### config.mk
export PLATFORM = sky130hd
export DESIGN_NAME = datamover_rd_ctrl_flat
export DESIGN_NICKNAME = d
export VERILOG_FILES = /design/src/rtl/datamover_rd_ctrl_if.sv /design/src/rtl/datamover_rd_ctrl.sv /design/src/flat_wrapper.sv
export SDC_FILE = /design/constraint.sdc
export NUM_CORES = 1
export LEC_CHECK = 0
export BUFFER_PORTS_ARGS = -buffer_cell sky130_fd_sc_hd__buf_4
export CORE_UTILIZATION = 53
export CTS_CLUSTER_DIAMETER = 50
export CTS_CLUSTER_SIZE = 28
export DETAILED_ROUTE_END_ITERATION = 7
export PLACE_DENSITY = 0.76
export SETUP_SLACK_MARGIN = 0.05
export SYNTH_ARGS = -nofsm -noshare
export SYNTH_HDL_FRONTEND = slang
export SYNTH_SLANG_ARGS = --single-unit
### constraint.sdc
create_clock -name clk -period 4.3 [get_ports clk]
set_input_delay 0.645 -clock clk [delete_from_list [all_inputs] [get_ports clk]]
set_output_delay 0.645 -clock clk [all_outputs]
set_load 0.01 [all_outputs]
### src/rtl/datamover_rd_ctrl_if.sv
// datamover_rd_ctrl_if: command, stream and HP0 AXI3 read-channel bundle for datamover_rd_ctrl
// master : the read engine (drives ack/stream/AR/rready, receives cmd/ready/R)
// slave  : the environment (command source, stream consumer and HP0 memory)
interface datamover_rd_ctrl_if #(
   parameter int DATA_WIDTH = 64,
   parameter int ADDR_WIDTH = 32,
   parameter int LEN_WIDTH  = 23
);
   logic [ADDR_WIDTH-1:0] i_rd_cmd_addr;
   logic [LEN_WIDTH-1:0]  i_rd_cmd_length;
   logic                  i_rd_cmd_req;
   logic                  o_rd_cmd_ack;
   logic                  i_rd_ready;
   logic                  o_rd_valid;
   logic [DATA_WIDTH-1:0] o_rd_data;
   logic                  o_rd_last;
   logic                  o_read_finish;
   logic                  o_rd_error;
   logic                  hp0_arready;
   logic                  hp0_arvalid;
   logic [3:0]            hp0_arid;
   logic [ADDR_WIDTH-1:0] hp0_araddr;
   logic [3:0]            hp0_arlen;
   logic [2:0]            hp0_arsize;
   logic [1:0]            hp0_arburst;
   logic [2:0]            hp0_arprot;
   logic [3:0]            hp0_arcache;
   logic [DATA_WIDTH-1:0] hp0_rdata;
   logic [1:0]            hp0_rresp;
   logic                  hp0_rlast;
   logic                  hp0_rvalid;
   logic                  hp0_rready;
   modport master (
      input  i_rd_cmd_addr, i_rd_cmd_length, i_rd_cmd_req, i_rd_ready,
             hp0_arready, hp0_rdata, hp0_rresp, hp0_rlast, hp0_rvalid,
      output o_rd_cmd_ack, o_rd_valid, o_rd_data, o_rd_last, o_read_finish, o_rd_error,
             hp0_arvalid, hp0_arid, hp0_araddr, hp0_arlen, hp0_arsize, hp0_arburst,
             hp0_arprot, hp0_arcache, hp0_rready
   );
   modport slave (
      output i_rd_cmd_addr, i_rd_cmd_length, i_rd_cmd_req, i_rd_ready,
             hp0_arready, hp0_rdata, hp0_rresp, hp0_rlast, hp0_rvalid,
      input  o_rd_cmd_ack, o_rd_valid, o_rd_data, o_rd_last, o_read_finish, o_rd_error,
             hp0_arvalid, hp0_arid, hp0_araddr, hp0_arlen, hp0_arsize, hp0_arburst,
             hp0_arprot, hp0_arcache, hp0_rready
   );
endinterface

### src/rtl/datamover_rd_ctrl.sv
// datamover_rd_ctrl: MM2S read engine, splits a command into 4 KB-safe INCR bursts on HP0 and streams R beats out
// clk, rst_n : clock, asynchronous active-low reset
// bus        : command req/ack, output stream (valid/ready/data/last), finish/error, HP0 AR and R channels
module datamover_rd_ctrl #(
   parameter int         DATA_WIDTH = 64,
   parameter int         ADDR_WIDTH = 32,
   parameter int         LEN_WIDTH  = 23,
   parameter logic [3:0] AXI_ID     = 4'h0,
   parameter int         MAX_BURST  = 16
) (
   input logic                 clk,
   input logic                 rst_n,
   datamover_rd_ctrl_if.master bus
);
   localparam int BW = LEN_WIDTH - 3;
   typedef enum logic [1:0] {IDLE, ADDR, DATA, DONE} state_t;
   state_t                state_q;
   logic [ADDR_WIDTH-1:0] addr_q, araddr_q;
   logic [BW-1:0]         rem_q, total_q, cnt_q, lim;
   logic [4:0]            burst_q, burst;
   logic [3:0]            arlen_q;
   logic                  arvalid_q, ack_q, fin_q, err_q, drain_q;
   logic [12:0]           room;
   logic                  rready, push, pop, in_last, head_load;
   logic                  head_v_q, head_v_d, head_l_q, head_l_d, tail_v_q, tail_v_d, tail_l_q, tail_l_d;
   logic [DATA_WIDTH-1:0] head_dat_q, head_dat_d, tail_dat_q, tail_dat_d;
   // bytes left before the next 4 KB page, converted to beats below
   assign room    = 13'h1000 - {1'b0, addr_q[11:0]};
   assign lim     = (rem_q > BW'(MAX_BURST)) ? BW'(MAX_BURST) : rem_q;
   assign burst   = 5'((BW'(room[12:3]) < lim) ? BW'(room[12:3]) : lim);
   // once the final rlast is in, no more R beats are accepted while the buffer drains
   assign rready  = (state_q == DATA) & ~drain_q & ~(head_v_q & tail_v_q);
   assign push    = bus.hp0_rvalid & rready;
   assign pop     = head_v_q & bus.i_rd_ready;
   assign in_last = (cnt_q + BW'(1)) == total_q;
   always_comb begin
      head_load  = ~head_v_q | pop;
      head_v_d   = pop ? (tail_v_q | push) : (head_v_q | push);
      head_dat_d = head_load ? (tail_v_q ? tail_dat_q : bus.hp0_rdata) : head_dat_q;
      head_l_d   = head_load ? (tail_v_q ? tail_l_q : in_last) : head_l_q;
      tail_v_d   = pop ? 1'b0 : (tail_v_q | (push & head_v_q));
      tail_dat_d = (push & head_v_q & ~pop) ? bus.hp0_rdata : tail_dat_q;
      tail_l_d   = (push & head_v_q & ~pop) ? in_last : tail_l_q;
   end
   always_ff @(posedge clk or negedge rst_n) begin
      if (!rst_n) begin
         head_v_q   <= 1'b0;
         head_l_q   <= 1'b0;
         head_dat_q <= '0;
         tail_v_q   <= 1'b0;
         tail_l_q   <= 1'b0;
         tail_dat_q <= '0;
      end else begin
         head_v_q   <= head_v_d;
         head_l_q   <= head_l_d;
         head_dat_q <= head_dat_d;
         tail_v_q   <= tail_v_d;
         tail_l_q   <= tail_l_d;
         tail_dat_q <= tail_dat_d;
      end
   end
   always_ff @(posedge clk or negedge rst_n) begin
      if (!rst_n) begin
         state_q   <= IDLE;
         addr_q    <= '0;
         araddr_q  <= '0;
         rem_q     <= '0;
         total_q   <= '0;
         cnt_q     <= '0;
         burst_q   <= '0;
         arlen_q   <= '0;
         arvalid_q <= 1'b0;
         ack_q     <= 1'b0;
         fin_q     <= 1'b0;
         err_q     <= 1'b0;
         drain_q   <= 1'b0;
      end else begin
         ack_q <= 1'b0;
         if (push) begin
            cnt_q <= cnt_q + BW'(1);
            if (bus.hp0_rresp != 2'b00) err_q <= 1'b1;
         end
         case (state_q)
            IDLE: if (bus.i_rd_cmd_req) begin
               ack_q   <= 1'b1;
               err_q   <= 1'b0;
               cnt_q   <= '0;
               addr_q  <= bus.i_rd_cmd_addr;
               rem_q   <= bus.i_rd_cmd_length[LEN_WIDTH-1:3];
               total_q <= bus.i_rd_cmd_length[LEN_WIDTH-1:3];
               state_q <= (bus.i_rd_cmd_length[LEN_WIDTH-1:3] == '0) ? DONE : ADDR;
            end
            // first ADDR cycle latches the burst, then AR is held stable until arready
            ADDR: if (!arvalid_q) begin
               arvalid_q <= 1'b1;
               araddr_q  <= addr_q;
               arlen_q   <= 4'(burst - 5'd1);
               burst_q   <= burst;
            end else if (bus.hp0_arready) begin
               arvalid_q <= 1'b0;
               addr_q    <= addr_q + ADDR_WIDTH'({burst_q, 3'b000});
               rem_q     <= rem_q - BW'(burst_q);
               state_q   <= DATA;
            end
            DATA: begin
               if (push & bus.hp0_rlast) begin
                  if (rem_q == '0) drain_q <= 1'b1;
                  else state_q <= ADDR;
               end
               if (drain_q & pop & ~tail_v_q) begin
                  drain_q <= 1'b0;
                  fin_q   <= 1'b1;
                  state_q <= DONE;
               end
            end
            // data path enters with fin_q set; a zero-length command enters clear and spends one extra cycle
            DONE: begin
               fin_q <= ~fin_q;
               if (fin_q) state_q <= IDLE;
            end
            default: state_q <= IDLE;
         endcase
      end
   end
   assign bus.o_rd_cmd_ack  = ack_q;
   assign bus.o_rd_valid    = head_v_q;
   assign bus.o_rd_data     = head_dat_q;
   assign bus.o_rd_last     = head_l_q;
   assign bus.o_read_finish = fin_q;
   assign bus.o_rd_error    = err_q;
   assign bus.hp0_arvalid   = arvalid_q;
   assign bus.hp0_arid      = AXI_ID;
   assign bus.hp0_araddr    = araddr_q;
   assign bus.hp0_arlen     = arlen_q;
   assign bus.hp0_arsize    = 3'b011;
   assign bus.hp0_arburst   = 2'b01;
   assign bus.hp0_arprot    = 3'b000;
   assign bus.hp0_arcache   = 4'b0011;
   assign bus.hp0_rready    = rready;
endmodule

### src/flat_wrapper.sv
// flat-port wrapper written by rule: the top's interface ports become plain ports
module datamover_rd_ctrl_flat 
#(
   parameter int         DATA_WIDTH = 64,
   parameter int         ADDR_WIDTH = 32,
   parameter int         LEN_WIDTH  = 23,
   parameter logic [3:0] AXI_ID     = 4'h0,
   parameter int         MAX_BURST  = 16
)
  (clk, rst_n, bus_i_rd_cmd_addr, bus_i_rd_cmd_length, bus_i_rd_cmd_req, bus_i_rd_ready, bus_hp0_arready, bus_hp0_rdata, bus_hp0_rresp, bus_hp0_rlast, bus_hp0_rvalid, bus_o_rd_cmd_ack, bus_o_rd_valid, bus_o_rd_data, bus_o_rd_last, bus_o_read_finish, bus_o_rd_error, bus_hp0_arvalid, bus_hp0_arid, bus_hp0_araddr, bus_hp0_arlen, bus_hp0_arsize, bus_hp0_arburst, bus_hp0_arprot, bus_hp0_arcache, bus_hp0_rready);
  datamover_rd_ctrl_if #(.DATA_WIDTH(DATA_WIDTH), .ADDR_WIDTH(ADDR_WIDTH), .LEN_WIDTH(LEN_WIDTH)) bus_i ();
  input logic clk;
  input logic rst_n;
  input wire logic [$bits(bus_i.i_rd_cmd_addr)-1:0] bus_i_rd_cmd_addr;
  input wire logic [$bits(bus_i.i_rd_cmd_length)-1:0] bus_i_rd_cmd_length;
  input wire logic [$bits(bus_i.i_rd_cmd_req)-1:0] bus_i_rd_cmd_req;
  input wire logic [$bits(bus_i.i_rd_ready)-1:0] bus_i_rd_ready;
  input wire logic [$bits(bus_i.hp0_arready)-1:0] bus_hp0_arready;
  input wire logic [$bits(bus_i.hp0_rdata)-1:0] bus_hp0_rdata;
  input wire logic [$bits(bus_i.hp0_rresp)-1:0] bus_hp0_rresp;
  input wire logic [$bits(bus_i.hp0_rlast)-1:0] bus_hp0_rlast;
  input wire logic [$bits(bus_i.hp0_rvalid)-1:0] bus_hp0_rvalid;
  output wire logic [$bits(bus_i.o_rd_cmd_ack)-1:0] bus_o_rd_cmd_ack;
  output wire logic [$bits(bus_i.o_rd_valid)-1:0] bus_o_rd_valid;
  output wire logic [$bits(bus_i.o_rd_data)-1:0] bus_o_rd_data;
  output wire logic [$bits(bus_i.o_rd_last)-1:0] bus_o_rd_last;
  output wire logic [$bits(bus_i.o_read_finish)-1:0] bus_o_read_finish;
  output wire logic [$bits(bus_i.o_rd_error)-1:0] bus_o_rd_error;
  output wire logic [$bits(bus_i.hp0_arvalid)-1:0] bus_hp0_arvalid;
  output wire logic [$bits(bus_i.hp0_arid)-1:0] bus_hp0_arid;
  output wire logic [$bits(bus_i.hp0_araddr)-1:0] bus_hp0_araddr;
  output wire logic [$bits(bus_i.hp0_arlen)-1:0] bus_hp0_arlen;
  output wire logic [$bits(bus_i.hp0_arsize)-1:0] bus_hp0_arsize;
  output wire logic [$bits(bus_i.hp0_arburst)-1:0] bus_hp0_arburst;
  output wire logic [$bits(bus_i.hp0_arprot)-1:0] bus_hp0_arprot;
  output wire logic [$bits(bus_i.hp0_arcache)-1:0] bus_hp0_arcache;
  output wire logic [$bits(bus_i.hp0_rready)-1:0] bus_hp0_rready;
  assign bus_i.i_rd_cmd_addr = bus_i_rd_cmd_addr;
  assign bus_i.i_rd_cmd_length = bus_i_rd_cmd_length;
  assign bus_i.i_rd_cmd_req = bus_i_rd_cmd_req;
  assign bus_i.i_rd_ready = bus_i_rd_ready;
  assign bus_i.hp0_arready = bus_hp0_arready;
  assign bus_i.hp0_rdata = bus_hp0_rdata;
  assign bus_i.hp0_rresp = bus_hp0_rresp;
  assign bus_i.hp0_rlast = bus_hp0_rlast;
  assign bus_i.hp0_rvalid = bus_hp0_rvalid;
  assign bus_o_rd_cmd_ack = bus_i.o_rd_cmd_ack;
  assign bus_o_rd_valid = bus_i.o_rd_valid;
  assign bus_o_rd_data = bus_i.o_rd_data;
  assign bus_o_rd_last = bus_i.o_rd_last;
  assign bus_o_read_finish = bus_i.o_read_finish;
  assign bus_o_rd_error = bus_i.o_rd_error;
  assign bus_hp0_arvalid = bus_i.hp0_arvalid;
  assign bus_hp0_arid = bus_i.hp0_arid;
  assign bus_hp0_araddr = bus_i.hp0_araddr;
  assign bus_hp0_arlen = bus_i.hp0_arlen;
  assign bus_hp0_arsize = bus_i.hp0_arsize;
  assign bus_hp0_arburst = bus_i.hp0_arburst;
  assign bus_hp0_arprot = bus_i.hp0_arprot;
  assign bus_hp0_arcache = bus_i.hp0_arcache;
  assign bus_hp0_rready = bus_i.hp0_rready;
  datamover_rd_ctrl #(.DATA_WIDTH(DATA_WIDTH), .ADDR_WIDTH(ADDR_WIDTH), .LEN_WIDTH(LEN_WIDTH), .AXI_ID(AXI_ID), .MAX_BURST(MAX_BURST)) u_core (.clk(clk), .rst_n(rst_n), .bus(bus_i));
endmodule
## After elaboration in Yosys (flattened, before gate mapping)

Index checks and enable logic that the tools add are counted.
Widths: inputs -> output; s select.

| cells by class | value |
|---|---|
| add/subtract/negate cells | 5 |
| multiply operators | 0 |
| equal/unequal tests | 11 |
| reductions and logical operators | 14 |
| div/mod/pow operators | 0 |
| bitwise operators | 21 |
| shifts and indexed selects | 0 |
| magnitude comparators | 2 |
| mux-type cells | 39 |

Operators with widths:

| operator | number |
|---|---|
| $mux 20 | 7 |
| $mux 32 | 3 |
| $mux 64 | 1 |
| $pmux 32 s2 | 1 |
| $logic_not 20->1 | 2 |
| $pmux 20 s2 | 1 |
| $add 32x8->32 | 1 |
| $add 20x1->20 const B | 1 |
| $eq 20x20->1 | 1 |
| $gt 20x5->1 const B | 1 |
| $lt 10x20->1 | 1 |
| $sub 20x5->20 | 1 |
| $mux 2 | 8 |
| $mux 1 | 15 |
| $sub 13x12->13 const A | 1 |
| $and 1x1->1 | 10 |
| $reduce_bool 2->1 | 5 |
| $pmux 2 s4 | 1 |
| $not 1->1 | 7 |
| $ne 2x2->1 const B | 3 |
| $ne 3x3->1 const B | 2 |
| $reduce_and 2->1 | 3 |
| $reduce_and 6->1 | 1 |
| $mux 5 | 1 |
| 9 further kinds | 14 |

| word-level totals | value |
|---|---|
| memory bits (writable) | 0 |
| bits in latches | 0 |
| bits of input ports | 128 |
| output and inout port bits | 123 |
| flip-flop bits (word level) | 272 |
| logic and storage cells | 111 |
| memories | 0 |
| ROM bits | 0 |

## Depth between registers and ports, before layout

Gate-level depths: netlist of run 1.

| logic depth | value |
|---|---|
| depth after elaboration | 8 |
| gate-level depth with buffers | 17 |
| gate-level depth less buffers | 17 |

## Worst setup path before layout of run 1

OpenSTA, ideal clock, no wires.

| timing path | value |
|---|---|
| path kind | reg2reg |
| start | reg u_core.addr_q[2] |
| end | reg u_core.arlen_q[2], in the netlist u_core.bus.hp0_arlen[2] |
| path buffers | 0 |
| arrival time | 3,670 ps |
| data required time | 4,165 ps |
| stages on the path, launching flop included | 16 |
| slack | 495 ps |
| library setup time | 135 ps |
| clock period less this slack | 3,805 ps |
| cell sequence | dfrtp_1 -> or4_1 -> or3_1 -> nor3_1 -> nand2b_1 -> nor4_1 -> nor2_1 -> ha_1 -> or3_1 -> o211ai_1 -> o21a_1 -> nor2_1 -> a21oi_1 -> ha_1 -> xor2_1 -> o21ai_0 |

| between the ends | value |
|---|---|
| cells in the longest elaborated chain, start to end | 4 |

Ends and longest elaborated chain:

| element | line | source |
|---|---|---|
| from (decl) | datamover_rd_ctrl.sv:18 | `logic [ADDR_WIDTH-1:0] addr_q, araddr_q;` |
| from (signal assigned) | datamover_rd_ctrl.sv:88 | `addr_q <= bus.i_rd_cmd_addr;` |
| from (signal assigned) | datamover_rd_ctrl.sv:101 | `addr_q <= addr_q + ADDR_WIDTH'({burst_q, 3'b000});` |
| $sub 13x12->13 (*) | datamover_rd_ctrl.sv:28 | `assign room = 13'h1000 - {1'b0, addr_q[11:0]};` |
| $lt 10x20->1 | datamover_rd_ctrl.sv:30 | `assign burst = 5'((BW'(room[12:3]) < lim) ? BW'(room[12:3]) : lim);` |
| $mux 5 (*) | datamover_rd_ctrl.sv:30 |  |
| $sub 4x1->4 (*) | datamover_rd_ctrl.sv:97 | `arlen_q <= 4'(burst - 5'd1);` |
| to (signal assigned) | datamover_rd_ctrl.sv:97 |  |
| to (decl) | datamover_rd_ctrl.sv:21 | `logic [3:0] arlen_q;` |

Mark *: on every way between the ends. The rest lies on a longest branch, timed or not.
A chain may end at the register's enable or synchronous reset.

## Final worst setup path of run 1

| timing path | value |
|---|---|
| start | reg u_core.rem_q[10] |
| end | reg u_core.arlen_q[2], in the netlist u_core.bus.hp0_arlen[2] |

| between the ends | value |
|---|---|
| cells in the longest elaborated chain, start to end | 5 |

Ends and longest elaborated chain:

| element | line | source |
|---|---|---|
| from (decl) | datamover_rd_ctrl.sv:19 | `logic [BW-1:0] rem_q, total_q, cnt_q, lim;` |
| from (signal assigned) | datamover_rd_ctrl.sv:89 | `rem_q <= bus.i_rd_cmd_length[LEN_WIDTH-1:3];` |
| from (signal assigned) | datamover_rd_ctrl.sv:102 | `rem_q <= rem_q - BW'(burst_q);` |
| $gt 20x5->1 | datamover_rd_ctrl.sv:29 | `assign lim = (rem_q > BW'(MAX_BURST)) ? BW'(MAX_BURST) : rem_q;` |
| $mux 20 (*) | datamover_rd_ctrl.sv:29 |  |
| $lt 10x20->1 | datamover_rd_ctrl.sv:30 |  |
| $mux 5 (*) | datamover_rd_ctrl.sv:30 |  |
| $sub 4x1->4 (*) | datamover_rd_ctrl.sv:97 |  |

Marks and branches as above.

==> results of run 1 <==
==> worst register-to-register path: stages (launching register included) <==
cell and delay [ps]:
dfrtp_1 400, or3_4 420, or4_1 530, or3_4 380, inv_1 120, nand2_1 80, ha_1 320, a211o_1 280
a21oi_1 210, nor4b_4 290, o21a_2 220, nor2_1 80, a21oi_2 130, ha_1 170, xor2_1 160, o21ai_1 80
==> per-layer routing <==
layer / track usage (%) / share of wire (%) / up-vias / routed length (um)
met5: 0 / 0 / - / 0
met4: 8.190 / 2.4 / 0 / 819
met3: 5.031 / 6.8 / 52 / 2360
met2: 42.43 / 47 / 395 / 16170
met1: 35.87 / 44 / 5452 / 15280
li1: - / - / 5318 / -
==> where the power goes <==
group / switching (W) / leakage, nW / internal, W
clock network: 0.00125 / 0.590 / 0.00178
registers: 0.000803 / 3.40 / 0.00357
logic: 0.00267 / 3.78 / 0.00210
==> timing repair <==
item | CTS | global route
endpoints found under the setup margin | 1 | 5
buffers inserted | 0 | 7
resized for setup | 1 | 12
endpoints found under the hold margin | 0 | 0
pin swaps | 0 | 3
==> final cells by class <==
| type | count | area share [%] |
|---|---|---|
| Sequential cell | 272 | 40.44 |
| Multi-Input combinational cell | 1028 | 37.81 |
| Timing Repair Buffer | 254 | 11.51 |
| Clock buffer | 37 | 5.364 |
| Tap cell | 330 | 2.452 |
| Clock inverter | 24 | 1.932 |
| Inverter | 21 | 0.4680 |
| Antenna cell | 1 | 0.01486 |
==> stage by stage <==
| step | hold slack (ps) | setup slack (ps) |
|---|---|---|
| global route | 321.0 | 40.54 |
| detailed placement | 465.2 | 46.31 |
| floorplan | 349.4 | 495.2 |
| global placement | 462.6 | 236.3 |
| CTS | 306.9 | 92.94 |
| finish | 222.2 | 285.5 |
==> registers in the layout, indices dropped and copies added (netlist names), 2 cells and up <==
name and flops:
u_core.bus.o_rd_data 64, u_core.bus.hp0_araddr 32, u_core.cnt_q 20, u_core.bus.hp0_arlen 4, u_core.burst_q 5, u_core.addr_q 32
u_core.rem_q 20, u_core.total_q 20, u_core.state_q 2, u_core.tail_dat_q 64
==> synth_stat cells (18+ instances only) <==
library cell	count
nor3_1	28
nand2_1	286
xor2_1	29
clkbuf_1	68
inv_1	20
nand3_1	35
mux2i_1	65
nor2_1	59
or3_1	18
mux2_2	64
o21ai_0	123
ha_1	21
dfrtp_1	272
a21oi_1	67
==> worst paths after layout <==
check	cells after the start	slack (ps)	to
max	15	290	u_core.bus.hp0_arlen[2]
min	1	220	u_core.bus.o_rd_data[3]
max reg2reg	15	290	u_core.bus.hp0_arlen[2]
max in group asynchronous	2	3000	u_core.bus.o_rd_data[26]
min reg2reg	2	480	u_core.bus.hp0_araddr[27]
min in group clk	3	320	u_core.addr_q[2]
==> placed cells by master, fill, tap and decap left out, types with 35 or more instances in the layout <==
master	n
nand2_1	286
dfrtp_1	270
a21oi_1	65
nor2_1	58
mux2i_1	65
mux2_2	64
nand3_1	35
o21ai_0	121
clkbuf_16	35
buf_4	251
==> logic make-up (layout without fill, tap and decap cells) <==
| group | after synthesis | after routing | synth area share [%] |
|---|---|---|---|
| other cells | 2 | 22 | 0.05525 |
| buf+inv | 129 | 336 | 4.207 |
| xor+xnor | 46 | 46 | 2.964 |
| simple gates | 508 | 508 | 16.82 |
| flops | 272 | 272 | 50.08 |
| fa+ha+maj | 23 | 23 | 2.228 |
| compound gates | 301 | 301 | 13.56 |
| mux | 129 | 129 | 10.09 |
==> metrics.md, run 1 <==
| Metric | Value |
|---|---|
| Fmax | `between 200 and 250 MHz` |
| Crit path launch type | `flip-flop` |
| CTS root buffer | `clkbuf_16` |
| Cts-stage hold buffer count | `0` |
| Synth-to-Final Area Change | `23.92%` |
| Flops & latches, synth | `approximately 270` |
| Total Die Area | `0.02629 mm^2` |
| Initial antenna violation count | `1` |
| Total Routed Length | `34630 um` |
| Max cap viols | `0` |
| 1st-pass router iterations | `5` |
| Die X | `between 150 and 200 um` |
| Slowest stage delay, CP | `between 500 and 600 ps` |
| Worst Path Buf+Inv | `1` |
| Worst reg2reg startpoint | `u_core.rem_q[10]` |
| Hpwl dp | `~23000 um` |
| Slowest-stage cell, CP | `or4_1` |
| Vias per cell | `between 5 and 6` |
| Hold Fails Final Rpt | `0` |
| CP Capture Type | `flip-flop` |
| Vias in the first global route | `roughly 11000` |
| Fill cells | `roughly 2000` |
| First-pass GRT wire length | `between 50000 and 60000 um` |
| Main synth FF type | `dfrtp_1` |
| Hold Path Class | `input pin to asynchronous set/reset pin` |
| Number of synthesized flops with an enable pin | `0` |
| CORE AREA | `roughly 0.025 mm^2` |
| FFs w/ async S/R, synth | `100.0%` |
| Post-route cell area | `0.01684 mm^2` |
| Clock buffer depth | `3` |
| YS warnings | `0` |
| Cells after Synth | `1410` |
| Worst vdd ir | `around 550 uV` |
| Gp weighted congestion | `between 0.8 and 0.9` |
| Part of the cycle the worst path needs | `a little over 90%` |
| FP Rows | `58` |
| Clock skew | `about 17 ps` |
| Kind of critical path | `flip-flop to flip-flop` |
| Worst path required time | `roughly 4700 ps` |
| TritonCTS sink count | `272` |
| DR WL/cell | `17.60 um` |
| Starting density of the core | `roughly 54%` |
| Worst-path clk slew | `60 ps` |
| Area occupied by multi-input gates | `0.006369 mm^2` |
| Total track usage | `26.29%` |
| Register area share after synthesis | `between 50 and 60%` |
| Sum Neg Setup Slack | `0 ps` |
| RSZ-0062 raised after global routing | `no` |
| Crit path time final | `~4000 ps` |
| Worst relative slew slack | `24.13%` |
| Worst path cell trace | `or3_4, or4_1, or3_4, inv_1, nand2_1, ha_1, a211o_1, a21oi_1, nor4b_4, o21a_2, nor2_1, a21oi_2, ha_1, xor2_1, o21ai_1` |
| Die height | `162.1 um` |
| Worst-path maximum fanout | `6` |
| Worst-margin pin slew | `between 1000 and 1500 ps` |
| Nets | `around 1800` |
| P_leak | `about 7.8 nW` |
| Gr ovfl total | `0` |
| Largest net degree at the start of global routing | `between 100 and 150` |
| I/O Buffers | `around 230` |
| Pins Over Slew Limit | `0` |
| Final Power | `between 0.01 and 0.015 W` |
| Post-DRT Antenna Nets | `0` |
| Post-layout util | `roughly 67%` |
| CTS tree | `done` |
| Final non-filler cell total | `about 2000` |
| Worst path top cell family by delay | `simple AND/OR/NAND/NOR gates` |
| Largest area contributor in the netlist | `dfrtp_1` |
| CP startpoint | `u_core.rem_q[10]` |
| Netlist cell types | `between 60 and 70` |
| Placed inst area | `between 0.015 and 0.02 mm^2` |
| Top Ports | `251` |
| CTS Buf Count | `34` |
| Share of the synthesized area in the top cell type | `50.08%` |
| Placed cell count | `1898` |
| Power Dens Cells | `about 720 mW/mm^2` |
| Worst-Skew Late Latency | `510 ps` |
| Final setup viols | `0` |
| Synth area leaders | `dfrtp_1 50%, nand2_1 7.9%, mux2_2 5.3%, mux2i_1 4.8%, o21ai_0 4.5%` |
| DR iter-0 viols | `around 940` |
| Worst Path Arrival | `between 4000 and 5000 ps` |
| H-Tree Depth | `2` |
| Status | `completed` |
| Sequential cell area | `about 0.0068 mm^2` |
| Avg Inst Size Synth | `a little under 10 um^2` |
| Vias | `11220` |
| Cell area after synthesis | `approximately 0.014 mm^2` |
| Proportion of layout cells with a drive suffix above 1 | `between 20 and 30%` |
| DRC | `0` |
(Power assumes the default switching activity.)
==> run 2: changes to the inputs <==
--- a/config.mk
+++ b/config.mk
@@ -10,7 +10,7 @@
 export CTS_CLUSTER_DIAMETER = 50
 export CTS_CLUSTER_SIZE = 28
 export DETAILED_ROUTE_END_ITERATION = 7
-export PLACE_DENSITY = 0.76
+export PLACE_DENSITY = 0.75
 export SETUP_SLACK_MARGIN = 0.05
 export SYNTH_ARGS = -nofsm -noshare
 export SYNTH_HDL_FRONTEND = slang
==> run 2 against run 1 <==
Hold slack worse by 120 ps. Utilization is 0.68 points lower. Via count is 0.69% lower. Sequential cell count stayed put. Clock skew is 5.5 ps lower. Sequential power hardly changed. Non-clock buffer count is 1 lower. Die area stayed put. Wire length is 0.55% higher. Largest power group unchanged.
==> metrics.md, run 2 (same netlist as run 1, synthesis figures left out) <==
| Metric | Value |
|---|---|
| DRC | `0` |
| Vias per cell | `between 5 and 6` |
| Clock buffer depth | `3` |
| Top Ports | `251` |
| P_leak | `just under 8 nW` |
| R2R Setup Slk | `between 200 and 250 ps` |
| Clock skew | `about 12 ps` |
| Largest net degree at the start of global routing | `133` |
| Synth-to-Final Area Change | `22.66%` |
| Part of the cycle the worst path needs | `between 90 and 100%` |
| H-Tree Depth | `1` |
| Hpwl dp | `between 20000 and 25000 um` |
| Highest-count cells in the layout ignoring fill and taps | `286 x nand2_1, 271 x dfrtp_1, 249 x buf_4, 123 x o21ai_0` |
| Gp weighted congestion | `0.8507` |
| Hold Path Class | `input pin to asynchronous set/reset pin` |
| 1st-pass router iterations | `5` |
| Die height | `roughly 160 um` |
| Worst-path clk slew | `~60 ps` |
| Comb power frac | `between 40% and 50%` |
| Worst vdd ir | `roughly 430 uV` |
| Total Die Area | `0.02629 mm^2` |
| Worst Reg-to-Reg Cells | `15` |
| Worst-Skew Late Latency | `approximately 560 ps` |
| Kind of critical path | `flip-flop to flip-flop` |
| Hold Fails Final Rpt | `0` |
| Fill cells | `roughly 2000` |
| Worst path cell trace | `or3_4, or4_1, or3_4, inv_1, nand2_1, ha_1, a211o_1, a21oi_1, nor4b_4, o21a_2, nor2_1, a21oi_2, ha_1, xor2_1, o21ai_0` |
| CTS tree | `done` |
| I/O Buffers | `roughly 230` |
| Slowest stage delay, CP | `roughly 520 ps` |
| CTS root buffer | `clkbuf_16` |
| Final non-filler cell total | `1958` |
| First-pass GRT wire length | `about 56000 um` |
| Crit path launch type | `flip-flop` |
| Cell internal pwr | `0.007235 W` |
| Power Dens Cells | `~710 mW/mm^2` |
| Post-route setup slack | `245.5 ps` |
| Initial antenna violation count | `0` |
| Sum Neg Setup Slack | `0 ps` |
| Post-layout util | `about 66%` |
| Setup WS pre-CTS | `a little over 60 ps` |
| Pins Over Slew Limit | `0` |
| Worst reg2reg startpoint | `u_core.rem_q[8]` |
| Starting density of the core | `a little over half` |
| Vias in the first global route | `about 11000` |
| DR iter-0 viols | `a little under 1000` |
| CTS Buf Count | `30` |
| Worst Path Arrival | `~4500 ps` |
| Worst Path Buf+Inv | `1` |
| Gr ovfl total | `0` |
| Worst-margin pin slew | `~1200 ps` |
| Crit path time final | `approximately 4100 ps` |
| Placed cell count | `1900` |
| Clk pwr share | `around 23%` |
| Final setup viols | `0` |
| CORE AREA | `0.02518 mm^2` |
| Sequential share of power | `between 30% and 40%` |
| Nets | `1757` |
| Sw frac | `between 30% and 40%` |
| Worst path top cell family by delay | `simple AND/OR/NAND/NOR gates` |
| Total Routed Length | `about 35000 um` |
| RSZ-0062 raised after global routing | `no` |
| Worst relative slew slack | `between 20% and 30%` |
| DR WL/cell | `about 18 um` |
| Status | `completed` |
| CP Capture Type | `flip-flop` |
| Die X | `between 150 and 200 um` |
| Worst path required time | `roughly 4700 ps` |
| Most common cell after layout, fill and taps aside | `nand2_1` |
| Max cap viols | `0` |
| # diodes | `0` |
| Switch Pwr | `about 0.0046 W` |
| Post-DRT Antenna Nets | `0` |
| Slowest-stage cell, CP | `or4_1` |
| Proportion of layout cells with a drive suffix above 1 | `between 20% and 30%` |
| Total track usage | `26.49%` |
| Worst-path maximum fanout | `6` |
| FP Rows | `58` |
| TritonCTS sink count | `between 200 and 300` |
| RR Endpoint | `u_core.bus.hp0_arlen[2]` |
| Vias | `about 11000` |
| Fmax | `246.6 MHz` |
-- run 2: layer usage --
metal	global-route usage (%)	wire, um	vias to the layer above
li1	-	-	5292
met1	36.82	15700	5397
met2	43.45	16230	386
met3	3.882	2100	65
met4	7.075	789	0
met5	0	0	-
-- run 2: worst max-delay path by stage --
stage / startpoint / end / slack [ps] / depth (start not counted)
finish: u_core.rem_q[8] / u_core.bus.hp0_arlen[2] / 250 / 15
global route: u_core.rem_q[8] / u_core.bus.hp0_arlen[2] / 10 / 15
CTS: u_core.rem_q[10] / u_core.bus.hp0_arlen[2] / 60 / 15
detailed placement: u_core.addr_q[2] / u_core.bus.hp0_arlen[2] / 60 / 15
global placement: u_core.addr_q[2] / u_core.bus.hp0_arlen[2] / 220 / 16
floorplan: u_core.addr_q[2] / u_core.bus.hp0_arlen[2] / 500 / 15
-- run 2: area by class of cell --
cell class / instances / area (um^2) / share of cell area [%]
repair buffers: 253 / 1944 / 11.66
flip-flops and latches: 272 / 6810 / 40.85
inverters: 21 / 78.83 / 0.4728
clock inverters: 19 / 252.7 / 1.516
well taps: 330 / 412.9 / 2.477
multi-input cells: 1028 / 6364 / 38.17
clock buffers: 35 / 809.5 / 4.856
-- run 2: power by group through the flow --
stage               logic (W)  clock network (W)  registers (W)
global route          0.00536            0.00285        0.00450
CTS                   0.00478            0.00274        0.00434
finish                0.00479            0.00270        0.00436
global placement      0.00459                  0        0.00432
detailed placement    0.00473                  0        0.00437
floorplan             0.00297                  0        0.00435
-- run 2: metrics by stage --
stage	power, W	hold WS (ps)	cell area [um^2]
after floorplan	0.007314	349.4	13660
after global placement	0.008902	462.8	15540
after detailed placement	0.009099	465.0	15540
after CTS	0.01186	128.6	16600
after global routing	0.01271	152.2	16670
final	0.01186	99.87	16670
-- run 2: timing repair --
| item | CTS | global route |
|---|---|---|
| hold buffers | 0 | 0 |
| cloned | 0 | 0 |
| resized for setup | 1 | 8 |
| setup buffers | 0 | 4 |
| setup endpoints to repair | 1 | 3 |
-- run 2: worst reg2reg max path: cells and delay by family (launching register included) --
kind                     cells  cell delay [ps]
AND/OR/NAND/NOR              6             1770
AO/OA/AOI/OAI                5              930
adder cells (fa/ha/maj)      2              510
flip-flops                   1              410
XOR/XNOR                     1              130
buffers and inverters        1              120
